**src/rtl/product_accumulator_pkg.sv**
```systemverilog
// Shared definitions for the multiplier back-end: FSM state encoding and default widths
// common to the multiplier top and its product accumulator.
package product_accumulator_pkg;

  localparam int PROD_W_DEF = 64;
  localparam int ACC_W_DEF  = 72;
  localparam int COUNT_W    = 8;

  typedef enum logic {
    ST_ACCUM = 1'b0,
    ST_HOLD  = 1'b1
  } state_t;

endpackage

```
**src/rtl/product_accumulator_if.sv**
```systemverilog
// Product-in / batch-sum-out handshake bundle of the product accumulator.
// The slave side is the accumulator; the master side drives products and consumes sums.
interface product_accumulator_if
  import product_accumulator_pkg::*;
#(
  parameter int PROD_W = PROD_W_DEF,
  parameter int ACC_W  = ACC_W_DEF
) ();

  logic               clear;
  logic               in_valid;
  logic               in_ready;
  logic [PROD_W-1:0]  in_product;
  logic               out_valid;
  logic               out_ready;
  logic [ACC_W-1:0]   out_sum;
  logic               out_ovf;
  logic [COUNT_W-1:0] count;

  modport master (
    output clear, in_valid, in_product, out_ready,
    input  in_ready, out_valid, out_sum, out_ovf, count
  );

  modport slave (
    input  clear, in_valid, in_product, out_ready,
    output in_ready, out_valid, out_sum, out_ovf, count
  );

endinterface

```
**src/rtl/product_accumulator_signed_acc_add.sv**
```systemverilog
// Combinational two's-complement adder: wide accumulator plus sign-extended product,
// with signed overflow detection on the ACC_W-bit result.
module signed_acc_add #(
  parameter int PROD_W = 64,
  parameter int ACC_W  = 72
) (
  input  logic [ACC_W-1:0]  a,
  input  logic [PROD_W-1:0] b,
  output logic [ACC_W-1:0]  sum,
  output logic              ovf
);

  logic [ACC_W-1:0] b_ext;

  generate
    if (ACC_W > PROD_W) begin : g_ext
      assign b_ext = {{(ACC_W-PROD_W){b[PROD_W-1]}}, b};
    end else begin : g_same
      assign b_ext = b;
    end
  endgenerate

  always_comb begin
    sum = a + b_ext;
    // Overflow only when both operands share a sign and the result flips it.
    ovf = (a[ACC_W-1] == b_ext[ACC_W-1]) && (sum[ACC_W-1] != a[ACC_W-1]);
  end

endmodule

```
**src/rtl/product_accumulator.sv**
```systemverilog
// Sums NUM_PRODUCTS consecutive signed products and presents each batch sum over a
// valid/ready handshake, flagging any signed accumulator overflow within the batch.
module product_accumulator
  import product_accumulator_pkg::*;
#(
  parameter int PROD_W       = PROD_W_DEF,
  parameter int ACC_W        = ACC_W_DEF,
  parameter int NUM_PRODUCTS = 4
) (
  input  logic                 clk,
  input  logic                 reset,
  product_accumulator_if.slave bus
);

  localparam logic [COUNT_W-1:0] LAST = COUNT_W'(NUM_PRODUCTS - 1);

  state_t             state;
  logic [ACC_W-1:0]   acc;
  logic [ACC_W-1:0]   sum_next;
  logic               ovf;
  logic               add_ovf;
  logic               accept;
  logic [COUNT_W-1:0] cnt_q;
  logic               out_valid_q;
  logic [ACC_W-1:0]   out_sum_q;
  logic               out_ovf_q;

  signed_acc_add #(
    .PROD_W (PROD_W),
    .ACC_W  (ACC_W)
  ) u_add (
    .a   (acc),
    .b   (bus.in_product),
    .sum (sum_next),
    .ovf (add_ovf)
  );

  assign bus.in_ready  = (state == ST_ACCUM) && !bus.clear;
  assign accept        = bus.in_valid && bus.in_ready;
  assign bus.out_valid = out_valid_q;
  assign bus.out_sum   = out_sum_q;
  assign bus.out_ovf   = out_ovf_q;
  assign bus.count     = cnt_q;

  always_ff @(posedge clk) begin
    if (reset) begin
      state       <= ST_ACCUM;
      acc         <= '0;
      cnt_q       <= '0;
      ovf         <= 1'b0;
      out_valid_q <= 1'b0;
      out_sum_q   <= '0;
      out_ovf_q   <= 1'b0;
    end else if (bus.clear) begin
      // out_sum/out_ovf keep their last presented value; only out_valid qualifies them.
      state       <= ST_ACCUM;
      acc         <= '0;
      cnt_q       <= '0;
      ovf         <= 1'b0;
      out_valid_q <= 1'b0;
    end else begin
      case (state)
        ST_ACCUM: begin
          if (accept) begin
            acc   <= sum_next;
            cnt_q <= cnt_q + 8'd1;
            ovf   <= ovf | add_ovf;
            if (cnt_q == LAST) begin
              state       <= ST_HOLD;
              out_valid_q <= 1'b1;
              out_sum_q   <= sum_next;
              out_ovf_q   <= ovf | add_ovf;
            end
          end
        end
        ST_HOLD: begin
          if (bus.out_ready) begin
            state       <= ST_ACCUM;
            acc         <= '0;
            cnt_q       <= '0;
            ovf         <= 1'b0;
            out_valid_q <= 1'b0;
          end
        end
        default: state <= ST_ACCUM;
      endcase
    end
  end

endmodule

```
**src/flat_wrapper.sv**
```systemverilog
// flat-port wrapper written by rule: the top's interface ports become plain ports
module product_accumulator_flat import product_accumulator_pkg::*;
#(
  parameter int PROD_W       = PROD_W_DEF,
  parameter int ACC_W        = ACC_W_DEF,
  parameter int NUM_PRODUCTS = 4
)
  (clk, reset, bus_clear, bus_in_valid, bus_in_product, bus_out_ready, bus_in_ready, bus_out_valid, bus_out_sum, bus_out_ovf, bus_count);
  product_accumulator_if #(.PROD_W(PROD_W), .ACC_W(ACC_W)) bus_i ();
  input  logic clk;
  input  logic reset;
  input wire logic [$bits(bus_i.clear)-1:0] bus_clear;
  input wire logic [$bits(bus_i.in_valid)-1:0] bus_in_valid;
  input wire logic [$bits(bus_i.in_product)-1:0] bus_in_product;
  input wire logic [$bits(bus_i.out_ready)-1:0] bus_out_ready;
  output wire logic [$bits(bus_i.in_ready)-1:0] bus_in_ready;
  output wire logic [$bits(bus_i.out_valid)-1:0] bus_out_valid;
  output wire logic [$bits(bus_i.out_sum)-1:0] bus_out_sum;
  output wire logic [$bits(bus_i.out_ovf)-1:0] bus_out_ovf;
  output wire logic [$bits(bus_i.count)-1:0] bus_count;
  assign bus_i.clear = bus_clear;
  assign bus_i.in_valid = bus_in_valid;
  assign bus_i.in_product = bus_in_product;
  assign bus_i.out_ready = bus_out_ready;
  assign bus_in_ready = bus_i.in_ready;
  assign bus_out_valid = bus_i.out_valid;
  assign bus_out_sum = bus_i.out_sum;
  assign bus_out_ovf = bus_i.out_ovf;
  assign bus_count = bus_i.count;
  product_accumulator #(.PROD_W(PROD_W), .ACC_W(ACC_W), .NUM_PRODUCTS(NUM_PRODUCTS)) u_core (.clk(clk), .reset(reset), .bus(bus_i));
endmodule
```
**config.mk**
```make
export PLATFORM = sky130hd
export DESIGN_NAME = product_accumulator_flat
export DESIGN_NICKNAME = d
export VERILOG_FILES = /design/src/rtl/product_accumulator_pkg.sv /design/src/rtl/product_accumulator_if.sv /design/src/rtl/product_accumulator_signed_acc_add.sv /design/src/rtl/product_accumulator.sv /design/src/flat_wrapper.sv
export SDC_FILE = /design/constraint.sdc
export NUM_CORES = 1
export LEC_CHECK = 0
export CORE_ASPECT_RATIO = 0.75
export CORE_MARGIN = 1
export CORE_UTILIZATION = 45
export CTS_CLUSTER_DIAMETER = 100
export DETAILED_ROUTE_END_ITERATION = 10
export DONT_BUFFER_PORTS = 1
export SLEW_MARGIN = 5
export SYNTH_ARGS = -nofsm -noshare
export SYNTH_HDL_FRONTEND = slang
export SYNTH_SLANG_ARGS = --single-unit
```
**constraint.sdc**
```tcl
create_clock -name clk -period 4.3 [get_ports clk]
set_input_delay 0.86 -clock clk [delete_from_list [all_inputs] [get_ports clk]]
set_output_delay 0.86 -clock clk [all_outputs]
set_load 0.02 [all_outputs]
```
---- Word level (Yosys, flattened, before mapping) ----
Cells that the tools add are included.
cells by class
  add/subtract/negate cells ............... 2
  multipliers ............................. 0
  div/mod/pow operators ................... 0
  magnitude comparators ................... 0
  eq/ne operators ......................... 6
  shift operators ......................... 0
  muxes and demuxes ....................... 16
  bitwise logic cells ..................... 3
  reductions and logical operators ........ 8
operators by type and width
  kind                                                  number
  2-to-1 mux 72 bit                                     2
  one-hot mux 72 bit (2 select lines)                   1
  adder 72 bit                                          1
  2-to-1 mux 8 bit                                      2
  one-hot mux 8 bit (2 select lines)                    1
  adder 8 x 1 -> 8 bit (second input constant)          1
  equality test 8 x 2 -> 1 bit (second input constant)  1
  2-to-1 mux 1 bit                                      7
  one-hot mux 1 bit (2 select lines)                    3
  != test 2 bit (second input constant)                 2
  AND reduction 4 bit                                   1
  logical AND 1 bit                                     3
  AND reduction 3 bit                                   1
  != test 2 x 1 -> 1 bit (second input constant)        1
  inverter 1 bit                                        2
  AND reduction 2 bit                                   1
  OR reduction 2 bit                                    1
  equality test 1 bit                                   1
  logical NOT 1 bit                                     1
  != test 1 bit                                         1
  bitwise OR 1 bit                                      1
word-level totals
  flip-flop bits (word level) ............. 156
  bits in latches ......................... 0
  bits in writable memories ............... 0
  bits in read-only memories .............. 0
  input bits .............................. 69
  output and inout port bits .............. 83
  word-level logic and storage cells ...... 42
  memories kept ........................... 0

---- Depth between registers and ports, before layout ----
  depth in word-level cells ............... 6
  mapped depth ............................ 13
  mapped depth without buffers ............ 13

---- Hierarchy ----
From an unflattened synthesis, not the netlist that was laid out.
unflattened totals
  cell total of the unflattened synthesis .. 1,281
  area total of the unflattened synthesis .. 9,775.6 sq um
modules (own cells, without submodules)
  module               times used  cells an instance  area an instance (sq um)  sequential area each (sq um)
  product_accumulator  1           615                5,355.1                   3,123.0
  signed_acc_add       1           666                4,420.5                   0.0

---- Worst setup path before layout ----
OpenSTA, ideal clock, no wires.
  path type ............................... input port to flip-flop
  start point ............................. input port bus_in_product[0]
  end point ............................... register u_core.out_sum_q[56], in the netlist u_core.bus.out_sum[56]
  arrival time ............................ 3,402 ps
  data required time ...................... 4,238 ps
  path slack .............................. 835 ps
  cell stages on the path ................. 13
  buffers on the path ..................... 0
  cells stage by stage .................... ha_1 inv_1 fa_1 nand2b_1 a21oi_1 o2111ai_1 nand3_1 a31oi_1 o21ai_2 a21oi_1 o311a_1 or4_1 nand3_1
between the ends
  cells in the longest elaborated chain, start to end .. 1
RTL lines
  item                  RTL line                                  RTL
  start, declared       flat_wrapper.sv:14                        input wire logic [$bits(bus_i.in_product)-1:0] bus_in_product;
  adder 72 bit          product_accumulator_signed_acc_add.sv:24  sum = a + b_ext;
  end signal, assigned  product_accumulator.sv:71                 out_sum_q <= sum_next;
  end, declared         product_accumulator.sv:25                 logic [ACC_W-1:0] out_sum_q;
Every way passes these cells.
A chain may end at the register's enable or synchronous reset.

---- Worst setup path in the final report ----
  start point ............................. input port bus_in_product[0]
  end point ............................... register u_core.out_sum_q[70], in the netlist u_core.bus.out_sum[70]
Same word-level chain as after synthesis.

==> impl_summary.md <==
Final layout
Relative to the synthesized area, the layout overhead comes to 7.081%. After the flow finishes, the layout carries non-filler instances totaling between 1500 and 2000. After the last flow step, the layout net total stands at ~1300. The final-layout fill cell count is ~2100. In the layout the commonest cells are 202 x sky130_fd_sc_hd__nand2_1, 156 x sky130_fd_sc_hd__dfxtp_1, 153 x sky130_fd_sc_hd__a21oi_1. Cells with a size suffix above 1 make up under 10% of the layout.

Cells fill about 49% of the core in the end. The number of antenna diodes in the final layout is 0. The sequential cell area in the final layout is ~0.0031 mm².

The area taken by multi-input logic gates is 0.006225 mm². The most common cell after layout, fill and taps aside is sky130_fd_sc_hd__nand2_1.

Power
In this run the power spent charging and discharging nets is 946.3 µW. The power share of the sequential group is 42.7%. Summed over all cells, the static leakage comes to 0.004063 µW. The power per cell area is 331.5 mW/mm².

The clock share of power is between 40% and 50%. The fraction of power consumed by combinational cells is about an eighth. In this run switching power makes up between 20% and 30% of total power. Internal power comes to around 2500 µW. The worst-case IR drop observed on VDD is ~250 µV.

Timing
The clock skew is between 0.015 and 0.02 ns. The setup TNS is 0 ns. In the finished design, the share of the clock period the worst path needs comes to between 80% and 90%. The count of pins over their slew limit is 0. Setup repair after global routing left no endpoint under its margin. The count of endpoints failing hold in the final timing report is 0.

The count of endpoints failing setup in the final report is 0. The post-layout minimum cycle time is 3.588 ns. The tightest slew margin relative to the limit is roughly a third. The maximum achievable frequency is roughly 280 MHz. At the pin with the least slew margin, the transition time is slightly above 1 ns.

Synth
For this run, the register share of the synthesized area comes to about 32%. The combined area of all synthesized cells is 0.009736 mm². Yosys mapped a number of flops with a built-in enable equal to 0. The count of synthesis-stage warnings from yosys is 0. The primary flip-flop cell chosen by synthesis mapping is sky130_fd_sc_hd__dfxtp_1. Synthesis inferred ~160 register bits. Synthesis instantiated just over 70 different standard cells from the library. The number of nets in the synthesized netlist is between 1000 and 1500. The instance count of the mapped netlist is roughly 1300.

Dividing the synthesized area by the synthesized cell count gives just under 8 µm². For this run, asynchronously set or reset flops after synthesis account for 0%.

Detailed routing
The residual DRC count is 0. In the final routed layout, each cell accounts on average for slightly below 20 µm. The detailed router placed roughly 9000 vias in this run. The first detailed-routing pass ran for 6 iterations. The count of nets left with antenna violations once routing finished came out at 0. The via density per instance is 5.981. After the first detailed-routing iteration, the DRC count stood at around 860. After detailed routing, the total wire length is about 29000 µm.

Setup path
Along the worst path, the maximum fanout reaches 4. At the worst endpoint, the arrival time is 3.95 ns. The critical path starts at bus_in_product[0]. STA classifies the critical path endpoint as a flip-flop. The required time reported for the critical path endpoint is 4.67 ns.

The critical path is of the in2reg type. The element type at the critical path start is a primary input. The worst register-to-register path begins at u_core.acc[0].

CTS
The hold buffer count at cts is 0. The clock latency reported for the late side of the worst-skew pair is roughly 0.43 ns. The deepest clock path buffer count is 2. TritonCTS built the clock tree. In this run, post-CTS repair resized a total of 0 instances. After clock tree synthesis, the clock-pin slew on the worst setup and hold paths is roughly 0.060 ns. The cell sitting at the root of the clock tree is a sky130_fd_sc_hd__clkbuf_16. The number of sinks on the clock net is 156.

The H-tree level count is 4. The buffers inserted during post-CTS setup optimization is 0. The number of clock buffers inserted by TritonCTS is 17.

Floorplanning
The area enclosed by the die boundary is ~0.022 mm². The floorplan die width is approximately 170 µm. The effective utilization at floorplan is a little under half. In this run the standard cell core region covers approximately 0.021 mm².

The count of boundary I/O pins is approximately 150. The die is about 130 µm tall. After floorplanning, the core was divided into 46 placement rows.

GRT
The via count of the first global-routing pass is around 8300. The first-pass GRT wire length is ~46000 µm. Entering global routing, the biggest net connects 74 pins.

The total overflow left after global routing is 0. The number of antenna violations at the first check in global routing is 0. The total track usage is roughly a quarter.

Placement
The count of input and output buffers is 0. The wire-length estimate of the detail-placed layout is ~22000 µm. Routability-driven placement finished with a final weighted congestion of approximately 0.93. The number of cells after detailed placement is between 1000 and 1500.

Run status
The flow ran to the end, and the final reports show no timing, DRC or antenna violations.

Worst hold path
In this run the most critical hold path is launched from u_core.acc[65]. The min-delay analysis places its worst path in the category reg2reg.

Flow run
Across the run, the number of max-cap violations was 0.
==> logic make-up (layout without fill, tap and decap cells) <==
logic type | Yosys count | after routing | synth area share, %
xor+xnor | 76 | 76 | 6.837
compound gates | 411 | 411 | 27.05
fa+ha+maj | 73 | 73 | 9.459
flops | 156 | 156 | 32.08
buf+inv | 95 | 59 | 4.318
simple gates | 443 | 443 | 20.15
mux | 1 | 1 | 0.1028
==> cell type report <==
cell class / count / area share, %
Inverter: 17 / 0.6121
Timing Repair Buffer: 10 / 0.7201
Clock inverter: 9 / 1.056
Clock buffer: 23 / 4.489
Sequential cell: 156 / 29.96
Multi-Input combinational cell: 1004 / 59.71
Tap cell: 288 / 3.457
==> final timing paths <==
path	endpoint	cells past startpoint	slack (ns)
hold / removal	u_core.acc[65]	2	0.46
setup reg to reg	u_core.bus.out_sum[70]	13	0.79
hold reg to reg	u_core.acc[65]	2	0.46
setup / recovery	u_core.bus.out_sum[70]	13	0.71
==> worst max-delay path: stages <==
cell	delay [ns]
sky130_fd_sc_hd__ha_1	0.14
sky130_fd_sc_hd__inv_1	0.05
sky130_fd_sc_hd__fa_1	0.41
sky130_fd_sc_hd__nand2b_1	0.19
sky130_fd_sc_hd__a21oi_1	0.24
sky130_fd_sc_hd__o211ai_1	0.14
sky130_fd_sc_hd__nand3_1	0.25
sky130_fd_sc_hd__a21oi_1	0.23
sky130_fd_sc_hd__o21ai_2	0.34
sky130_fd_sc_hd__a21oi_2	0.16
sky130_fd_sc_hd__o41ai_2	0.47
sky130_fd_sc_hd__nor4b_1	0.29
sky130_fd_sc_hd__a311o_1	0.16
==> sequential cells by signal, indices dropped and copies added, names as in the netlist <==
| name | count |
|---|---|
| u_core.acc | 72 |
| u_core.bus.count | 8 |
| u_core.bus.out_ovf | 1 |
| u_core.bus.out_sum | 72 |
| u_core.bus.out_valid | 1 |
| u_core.ovf | 1 |
| u_core.state | 1 |
==> cells in the mapped netlist (all sizes together) (3+ instances only) <==
| master | instances | share of area, % |
|---|---|---|
| a211oi | 6 | 0.51 |
| a21boi | 4 | 0.35 |
| a21o | 29 | 2.2 |
| a21oi | 157 | 8.2 |
| a221oi | 6 | 0.60 |
| a22o | 24 | 2.2 |
| a22oi | 38 | 2.9 |
| a31o | 3 | 0.27 |
| a31oi | 11 | 0.71 |
| a41oi | 3 | 0.27 |
| and2 | 7 | 0.46 |
| and3 | 12 | 0.80 |
| buf | 24 | 1.5 |
| clkbuf | 53 | 2.0 |
| dfxtp | 156 | 32 |
| ha | 72 | 9.3 |
| inv | 17 | 0.66 |
| nand2 | 202 | 7.8 |
| nand2b | 9 | 0.58 |
| nand3 | 32 | 1.6 |
| nand4 | 31 | 2.0 |
| nor2 | 107 | 4.1 |
| nor2b | 6 | 0.39 |
| nor3 | 16 | 0.82 |
| nor4 | 5 | 0.32 |
| nor4b | 3 | 0.27 |
| o211ai | 7 | 0.54 |
| o21a | 10 | 0.77 |
| o21ai | 73 | 3.9 |
| o21bai | 15 | 1.2 |
| o31a | 4 | 0.36 |
| o31ai | 3 | 0.28 |
| or2 | 3 | 0.19 |
| or4 | 4 | 0.31 |
| xnor2 | 44 | 4.0 |
| xor2 | 32 | 2.9 |
==> per-layer routing <==
layer  share of wire, %  routed length, µm  up-vias  track usage, %
met5                  0                  0        -               0
li1                   -                  -     4419               -
met1                 51              14870     4201           40.82
met2                 38              11170      362           35.46
met4                1.3                375        0           6.715
met3                9.1               2649       32           7.483
==> power groups by stage <==
stage,combinational [µW],clock [µW],sequential (µW)
after floorplan,358,0,1500
after global placement,448,0,1510
after detailed placement,446,0,1510
after CTS,449,1550,1470
after global routing,503,1600,1480
final,457,1520,1470
==> metrics by stage <==
stage                     power (µW)  area (µm²)  setup slack (ns)  hold WS [ns]
after CTS                       3473       10430            0.7843        0.4645
after detailed placement        1952        9847            0.3635        0.4493
after global placement          1955        9847            0.3433        0.4416
after floorplan                 1862        9736            0.8354        0.4291
after global routing            3578       10430            0.4915        0.4755
final                           3456       10430            0.7115        0.4609
No activity file was read; power rests on OpenSTA's default activity.
